File: config.mk
export PLATFORM = sky130hd
export DESIGN_NAME = sys1_input_ctrl
export DESIGN_NICKNAME = d
export VERILOG_FILES = /design/src/rtl/sys1_pkg.sv /design/src/rtl/sys1_coin_pulse.sv /design/src/rtl/sys1_input_ctrl.sv
export SDC_FILE = /design/constraint.sdc
export NUM_CORES = 1
export LEC_CHECK = 0
export ABC_CLOCK_PERIOD_IN_PS = 2520
export BUFFER_PORTS_ARGS = -buffer_cell sky130_fd_sc_hd__buf_2
export CAP_MARGIN = 5
export CORE_ASPECT_RATIO = 0.5
export CORE_MARGIN = 10
export CORE_UTILIZATION = 30
export CTS_CLUSTER_SIZE = 30
export DETAILED_ROUTE_END_ITERATION = 8
export PLACE_DENSITY = 0.66
export SETUP_SLACK_MARGIN = 0.05
export SLEW_MARGIN = 20
export SYNTH_ARGS = -nofsm -noshare
export SYNTH_HDL_FRONTEND = slang
export SYNTH_SLANG_ARGS = --single-unit
File: constraint.sdc
create_clock -name clk_sys -period 2.52 [get_ports clk_sys]
set_input_delay 0.252 -clock clk_sys [delete_from_list [all_inputs] [get_ports clk_sys]]
set_output_delay 0.252 -clock clk_sys [all_outputs]
set_load 0.005 [all_outputs]
File: src/rtl/sys1_pkg.sv
// Shared constants and types for the SEGASYSTEM1 input conditioner.
// Bit positions within the captured mode byte and the merged joystick word.
package sys1_pkg;

    localparam int unsigned SM_DUAL   = 3;
    localparam int unsigned SM_SPIN   = 5;

    localparam int unsigned JOY_R     = 0;
    localparam int unsigned JOY_L     = 1;
    localparam int unsigned JOY_D     = 2;
    localparam int unsigned JOY_U     = 3;
    localparam int unsigned JOY_RR    = 4;
    localparam int unsigned JOY_RL    = 5;
    localparam int unsigned JOY_RD    = 6;
    localparam int unsigned JOY_RU    = 7;
    localparam int unsigned JOY_TRIG  = 8;
    localparam int unsigned JOY_ST1   = 9;
    localparam int unsigned JOY_ST2   = 10;
    localparam int unsigned JOY_COIN  = 11;
    localparam int unsigned JOY_PAUSE = 12;

    typedef enum logic [1:0] {
        IDLE,
        ACTIVE,
        WAIT
    } coin_state_t;

endpackage

File: src/rtl/sys1_coin_pulse.sv
// Turns a coin button press into a pulse lasting COIN_FRAMES vsync rising edges,
// one pulse per press regardless of how long the button is held.
module sys1_coin_pulse
    import sys1_pkg::*;
#(
    parameter int unsigned COIN_FRAMES = 3
) (
    input  logic clk,
    input  logic reset,
    input  logic coin,
    input  logic vs_rise,
    output logic coin_act
);

    localparam logic [3:0] LOAD = 4'(COIN_FRAMES);

    coin_state_t state, state_nx;
    logic [3:0]  cnt, cnt_nx;
    logic        coin_d;
    logic        coin_rise;

    assign coin_rise = coin & ~coin_d;

    // History loads the live level during reset so a button held through
    // reset is not mistaken for a fresh press afterwards.
    always_ff @(posedge clk) begin
        if (reset) begin
            state  <= IDLE;
            cnt    <= '0;
            coin_d <= coin;
        end else begin
            state  <= state_nx;
            cnt    <= cnt_nx;
            coin_d <= coin;
        end
    end

    always_comb begin
        state_nx = state;
        cnt_nx   = cnt;
        coin_act = 1'b0;
        unique case (state)
            IDLE: begin
                if (coin_rise) begin
                    state_nx = ACTIVE;
                    cnt_nx   = LOAD;
                end
            end
            ACTIVE: begin
                coin_act = 1'b1;
                if (vs_rise) begin
                    cnt_nx = cnt - 4'd1;
                    if (cnt <= 4'd1) state_nx = WAIT;
                end
            end
            WAIT: begin
                if (!coin) state_nx = IDLE;
            end
            default: state_nx = IDLE;
        endcase
    end

endmodule

File: src/rtl/sys1_input_ctrl.sv
// Front-end conditioner between hps_io and the SEGASYSTEM1 core: config capture,
// pause/coin edge shaping, and active-low INP0/1/2 generation in three layouts.
module sys1_input_ctrl
    import sys1_pkg::*;
#(
    parameter int unsigned MODE_INDEX  = 1,
    parameter int unsigned DSW_INDEX   = 254,
    parameter int unsigned COIN_FRAMES = 3
) (
    input  logic        clk_sys,
    input  logic        reset,
    input  logic        ioctl_wr,
    input  logic [7:0]  ioctl_index,
    input  logic [24:0] ioctl_addr,
    input  logic [7:0]  ioctl_dout,
    input  logic [15:0] joy,
    input  logic [7:0]  spin,
    input  logic [2:0]  mouse_btn,
    input  logic        vs,
    output logic [7:0]  sysmode,
    output logic [7:0]  dsw0,
    output logic [7:0]  dsw1,
    output logic [7:0]  inp0,
    output logic [7:0]  inp1,
    output logic [7:0]  inp2,
    output logic        pause_req
);

    // Config survives reset; it is only written by the ROM/DIP download stream.
    logic [7:0] sysmode_q = '0;
    logic [7:0] dsw_q [8] = '{default: '0};

    always_ff @(posedge clk_sys) begin
        if (ioctl_wr && ioctl_index == 8'(MODE_INDEX) && ioctl_addr == '0)
            sysmode_q <= ioctl_dout;
        if (ioctl_wr && ioctl_index == 8'(DSW_INDEX) && ioctl_addr[24:3] == '0)
            dsw_q[ioctl_addr[2:0]] <= ioctl_dout;
    end

    assign sysmode = sysmode_q;
    assign dsw0    = dsw_q[0];
    assign dsw1    = dsw_q[1];

    logic vs_d, vs_rise, pause_d, pause_q, coin_act;

    assign vs_rise = vs & ~vs_d;

    always_ff @(posedge clk_sys) begin
        if (reset) begin
            vs_d    <= 1'b0;
            pause_d <= 1'b0;
            pause_q <= 1'b0;
        end else begin
            vs_d    <= vs;
            pause_d <= joy[JOY_PAUSE];
            if (joy[JOY_PAUSE] && !pause_d) pause_q <= ~pause_q;
        end
    end

    assign pause_req = pause_q;

    sys1_coin_pulse #(
        .COIN_FRAMES(COIN_FRAMES)
    ) u_coin (
        .clk      (clk_sys),
        .reset    (reset),
        .coin     (joy[JOY_COIN]),
        .vs_rise  (vs_rise),
        .coin_act (coin_act)
    );

    logic [7:0] stick_nx, sys_nx;
    logic       spin_trig;

    assign spin_trig = joy[JOY_RR] | (|mouse_btn);

    always_comb begin
        stick_nx = '1;
        sys_nx   = '1;
        if (sysmode_q[SM_SPIN]) begin
            stick_nx = ~spin;
            sys_nx   = ~{spin_trig, spin_trig, joy[JOY_ST2], joy[JOY_ST1], 3'b000, coin_act};
        end else if (sysmode_q[SM_DUAL]) begin
            stick_nx = ~{joy[JOY_L], joy[JOY_R], joy[JOY_U], joy[JOY_D],
                         joy[JOY_RL], joy[JOY_RR], joy[JOY_RU], joy[JOY_RD]};
            sys_nx   = ~{joy[JOY_TRIG], joy[JOY_TRIG], joy[JOY_ST2], joy[JOY_ST1], 3'b000, coin_act};
        end else begin
            stick_nx = ~{joy[JOY_L], joy[JOY_R], joy[JOY_U], joy[JOY_D],
                         1'b0, joy[JOY_RL], joy[JOY_RR], joy[JOY_RD]};
            sys_nx   = ~{2'b00, joy[JOY_ST2], joy[JOY_ST1], 3'b000, coin_act};
        end
    end

    always_ff @(posedge clk_sys) begin
        if (reset) begin
            inp0 <= '1;
            inp1 <= '1;
            inp2 <= '1;
        end else begin
            inp0 <= stick_nx;
            inp1 <= stick_nx;
            inp2 <= sys_nx;
        end
    end

    logic unused_joy;
    assign unused_joy = &{1'b0, joy[15:13]};

endmodule

==> run summary, run 1 <==
Outcome: finished, final reports clean
Worst clock skew: 1.973 ps
Clock transition at path regs: 60 ps
Maximum root-to-sink buffer count: 2
Post-synth ARST share: 0%
Critical path's top delay family: flip-flops
Slew HR: 65.29%
Final setup viols: 0
Ant. Diodes: 0
Most common flop cell mapped by yosys: edfxtp_1
Critical Path Source Type: flop
Worst hold slack: 99.24 ps
Grt ovf: 0
Req. time, crit path: 2270 ps
Share of post-route cells with drive strength above 1: 51.74%
Post-synth EDFFs: 24
Layout Nets: 332
# port buffers: 114
Vias/cell: 4.494
RePlAce Congestion: 0.7501
Rows: 19
Worst min-delay path category: in2reg
CP Buf/Inv Count: 1
Hpwl dp: 4.200 mm
CTS H-Tree Depth: 2
Clk Latency, worst-skew pair: 280 ps
Post-Syn Area: 0.001802 sq mm
Final Max Slew Viols: 0
Pre-Repair DR Iteration Count: 4
CP max-delay cell: edfxtp_1
Final Cell Area: 0.002574 sq mm
Die width: 129.6 microns
DR iter-0 viols: 41
Routed WL: 5.020 mm
Yosys warning count: 0
Chip height: 74.80 microns
RSZ-0062 raised after global routing: false
Max Cap Viol: 0
Worst slack at placement: 757.2 ps
Crit path max fanout: 14
Die area: 0.009694 sq mm
Post-DP Area: 0.002407 sq mm
Pwr Density: 656.2 mW/mm^2
Tmin final: 1421 ps
Vias: 1492
Core area: 0.005634 sq mm
Wire per inst: 15.12 microns
CTS Buf Count: 5
Syn avg cell area: 12.34 sq um
Yosys reg bits: 46
Post-Synthesis Cells: 146
CP peak stage delay: 670 ps
Layout Area Growth over Synthesis: 42.85%
Tot GR Track Use: 10.67%
Max Freq: 703.8 MHz
Static Leak: 1.118 nW
PostCTS Resize Cnt: 0
CTS Sinks: 46
I/O Pins: 121
Tot Pwr: 1.689 mW
Final setup margin: 1099 ps
Worst Setup End Kind: output pin
WS Path Type: reg2out
Initial Util: 31.98%
# DRC: 0
Data arrival, critical path: 1170 ps
Antenna Violating Nets Remaining: 0
Global-route wire length before repair: 8.073 mm
Seq/Total Area, Yosys: 64.44%
Ratio of final minimum period to clock period: 56.39%
Hold_buf cts: 0
TritonCTS clock tree: built
Vias in the first global route: 1719
Critical path, cell by cell: buf_2
Max VDD drop: 0.2634 mV
Setup repair bufs after CTS: 0
Largest net degree at the start of global routing: 20
Final Hold Fails: 0
Setup TNS: 0 ps
Initial antenna violation count: 0
Slew of the pin with the lowest slew margin: 520.7 ps
Synth cell types: 30
Root buffer cell: clkbuf_16
metal layers:
layer  global-route usage (%)  vias up  wire [microns]
met5                        0        -               0
met4                    4.827        0              78
met3                    5.746        6             521
met2                    21.16       62            2781
met1                    8.731      688            1639
li1                         -      736               -
power by group:
| group | internal [mW] | total, mW | switching [mW] | leakage, nW |
|---|---|---|---|---|
| registers | 0.807 | 0.820 | 0.0131 | 0.398 |
| clock network | 0.468 | 0.733 | 0.265 | 0.0771 |
| logic | 0.0775 | 0.136 | 0.0586 | 0.643 |
worst paths after layout:
path	end	startpoint	slack [ps]	cells past startpoint
worst max-delay path	sysmode[5]	sysmode[5]$_DFFE_PP_	1100	1
worst min-delay path	u_coin.coin_d$_DFF_P_	joy[11]	100	1
worst max register to register	u_coin.cnt[3]$_SDFFE_PP0P_	u_coin.cnt[0]$_SDFFE_PP0P_	1270	3
worst min register to register	inp2[0]$_SDFF_PP1_	u_coin.state[0]$_SDFFE_PP0P_	470	1
state kept, by name, summed over array words and instances, names as in the netlist:
name and flops:
pause_req 1, u_coin.state 2, u_coin.coin_d 1, pause_d 1
inp2 4, dsw_q 16, vs_d 1, u_coin.cnt 4
sysmode 8, inp1 8
cell type report:
type	count	area, sq um
clock buffer	6	128.9
clock inverter	2	37.54
fill	525	3060
inverter	5	18.77
multi-input combinational	83	543.0
sequential	46	1161
tap	73	91.34
timing repair buffer	117	593.1
Yosys cell counts, types with 2 or more instances:
master	n	area, sq um
o21ai_0	6	30.03
ha_1	2	25.02
nor4b_1	2	17.52
buf_4	12	90.09
a211oi_1	2	15.01
nand2b_1	5	31.28
nand4_1	3	18.77
edfxtp_1	24	720.7
nor2b_1	4	25.02
nand3b_1	2	15.01
nor2_1	8	30.03
nor4_1	8	50.05
or2_2	6	37.54
or3_1	3	18.77
a21oi_1	4	20.02
dfxtp_1	22	440.4
mux2i_1	7	70.07
inv_1	5	18.77
nand2_1	7	26.28
nor3_1	4	20.02
metrics by stage:
step / instances / utilization [%]
5_1_grt: 332 / 45.68
2_1_floorplan: 148 / -
6_report: 332 / 45.68
3_3_place_gp: 324 / 42.73
4_1_cts: 332 / 45.68
3_5_place_dp: 324 / 42.73
layout by cell type (no fill, tap or decap), drive strengths merged, types with 4 or more instances in the layout:
master    n
clkbuf    6
dfxtp    22
or2       6
o21ai     6
nor4      8
nor2b     4
nand2     7
nand2b    5
a21oi     4
nor3      4
edfxtp   24
buf     117
nor2      8
mux2i     7
inv       5
kinds of logic after synthesis:
kind of cell | Yosys count | synth area share (%)
mux | 7 | 3.889
simple gates | 57 | 18.96
other cells | 1 | 0.2081
flops | 46 | 64.44
compound gates | 13 | 4.097
buf+inv | 19 | 6.528
xor+xnor | 1 | 0.4862
fa+ha+maj | 2 | 1.389
Power figures use the tool's default switching activity.
==> run 2, diff against run 1 <==
Settings changed: ABC_CLOCK_PERIOD_IN_PS 2520 to 1290, PLACE_DENSITY 0.66 to 0.68.
Clock period 2.52 ns to 1.29 ns, I/O delays scaled along.
==> run 2 against run 1 <==
  * Worst hold slack worse by 84 ps
  * Largest cell class unchanged
  * Critical path type is now in2reg
  * Sequential cell count unchanged
  * Worst setup slack worse by 1100 ps
==> run summary, run 2 (synthesized netlist as in run 1, its figures left out) <==
CTS Buf Count: 5
CP peak stage delay: 550 ps
Final setup margin: 1.074 ps
Ant. Diodes: 0
Initial antenna violation count: 0
Die area: 0.009694 sq mm
CTS H-Tree Depth: 2
Worst hold slack: 15.06 ps
Tot GR Track Use: 10.50%
I/O Pins: 121
Leading cell type in the layout, fill and taps excluded: buf_2
R2R depth: 3
Outcome: finished, final reports clean
Worst min-delay path category: in2reg
# DRC: 0
Reg-to-Reg End: u_coin.cnt[3]$_SDFFE_PP0P_
Max Cap Viol: 0
Most frequent cells in the layout: 102 x buf_2, 24 x edfxtp_1, 20 x dfxtp_1, 16 x buf_6, 8 x nor2_1
WS Path Type: in2reg
Sequential power share: 47.8%
Max VDD drop: 0.6057 mV
Clock share of power: 42.8%
M1 GR Usage: 8.674%
Worst slack at placement: -337.1 ps
Share of post-route cells with drive strength above 1: 57.09%
Critical Path Source Type: input port
Tmin final: 1289 ps
Pwr Density: 1185 mW/mm^2
Util after Layout: 50.30%
CTS Sinks: 46
Worst path most repeated cell: buf_6
Antenna Violating Nets Remaining: 0
WHS Path Cells: 2
Hpwl dp: 4.434 mm
Final setup viols: 0
Vias in the first global route: 1677
Grt ovf: 0
Largest net degree at the start of global routing: 20
Comb pwr share: 9.4%
Hold endpoint: inp2[4]$_SDFF_PP1_
TritonCTS clock tree: built
Switching power: 0.6767 mW
Vias: 1502
Core area: 0.005634 sq mm
RSZ-0062 raised after global routing: true
Critical path origin: ioctl_index[0]
# port buffers: 114
Switching share of power: 20.15%
Initial Util: 31.98%
Crit path max fanout: 6
HP Start: joy[9]
Setup TNS: 0 ps
Critical R2R Launch: u_coin.cnt[0]$_SDFFE_PP0P_
Ratio of final minimum period to clock period: 99.92%
Chip height: 74.80 microns
Max reg flops: 16
Worst Setup End Kind: flop
RePlAce Congestion: 0.7563
Layout Area Growth over Synthesis: 57.29%
P_int: 2.681 mW
Static Leak: 1.225 nW
Req. time, crit path: 1290 ps
R2R Setup Slk: 60 ps
Final Max Slew Viols: 0
Layout Nets: 341
DR iter-0 viols: 58
Vias/cell: 4.405
M2 GR Usage: 20.43%
Worst clock skew: 2.020 ps
Met3 GRT Util: 6.587%
Wire per inst: 15.77 microns
Root buffer cell: clkbuf_16
Rows: 19
Clk Latency, worst-skew pair: 280 ps
Global-route wire length before repair: 7.976 mm
GRT busiest layer: met2
Routed WL: 5.379 mm
Maximum root-to-sink buffer count: 2
Die width: 129.6 microns
Max Freq: 775.8 MHz
CP max-delay cell: or4_4
Pre-Repair DR Iteration Count: 4
Post-DP Area: 0.002519 sq mm
Critical path, cell by cell: buf_6 -> or4_4 -> nor4_4 -> buf_6
Data arrival, critical path: 1290 ps
Final Hold Fails: 0
Clock transition at path regs: 60 ps
Final Cell Area: 0.002834 sq mm
run 2: changes by cell type in the layout (fill, tap and decap cells not counted), moves of 4 or more:
| cell | delta |
|---|---|
| nor4_4 | +4 |
| buf_4 | +4 |
| buf_2 | -12 |
| buf_6 | +16 |
run 2: stage by stage:
step / power [mW] / cells
final: 3.358 / 341
after global routing: 3.519 / 341
after CTS: 3.379 / 341
after detailed placement: 1.917 / 331
after global placement: 1.904 / 331
after floorplan: 1.757 / 148
run 2: area by class of cell:
cell class                      count  area [sq um]
Clock buffer                        5         125.1
Clock inverter                      3         43.79
Fill cell                         510          2800
Inverter                            5         18.77
Multi-Input combinational cell     83         635.6
Sequential cell                    46          1166
Tap cell                           73         91.34
Timing Repair Buffer              126         753.2
run 2: worst max path at each step:
stage	end	slack, ps	depth (start not counted)
finish	dsw_q[0][3]$_DFFE_PP_	1	4
global route	dsw_q[0][5]$_DFFE_PP_	-20	4
CTS	dsw_q[0][2]$_DFFE_PP_	-6	4
detailed placement	dsw_q[0][4]$_DFFE_PP_	-340	5
global placement	dsw_q[1][7]$_DFFE_PP_	-270	5
floorplan	dsw_q[0][0]$_DFFE_PP_	-250	3
run 2: power by group through the flow:
| stage | logic [mW] | clock network [mW] | registers [mW] |
|---|---|---|---|
| floorplan | 0.125 | 0 | 1.63 |
| global placement | 0.275 | 0 | 1.63 |
| detailed placement | 0.285 | 0 | 1.63 |
| CTS | 0.292 | 1.49 | 1.60 |
| global route | 0.353 | 1.56 | 1.61 |
| finish | 0.317 | 1.44 | 1.61 |
run 2: repair_timing:
item                       in CTS  in global routing
hold buffers                    1                  0
setup buffers                   1                  0
pin swaps                       3                  6
hold endpoints to repair        1                  0
setup endpoints to repair      17                 28
gates resized for setup         4                 20
run 2: layer usage:
layer,routed length (microns),share of wire [%]
met1,1699,32
met2,3029,56
met3,598,11
met4,51,0.95
met5,0,0
run 2: worst max-delay path: cells and delay by family:
family,cells,cell delay (ps)
buffers and inverters,2,260
and+or+nand+nor,2,890
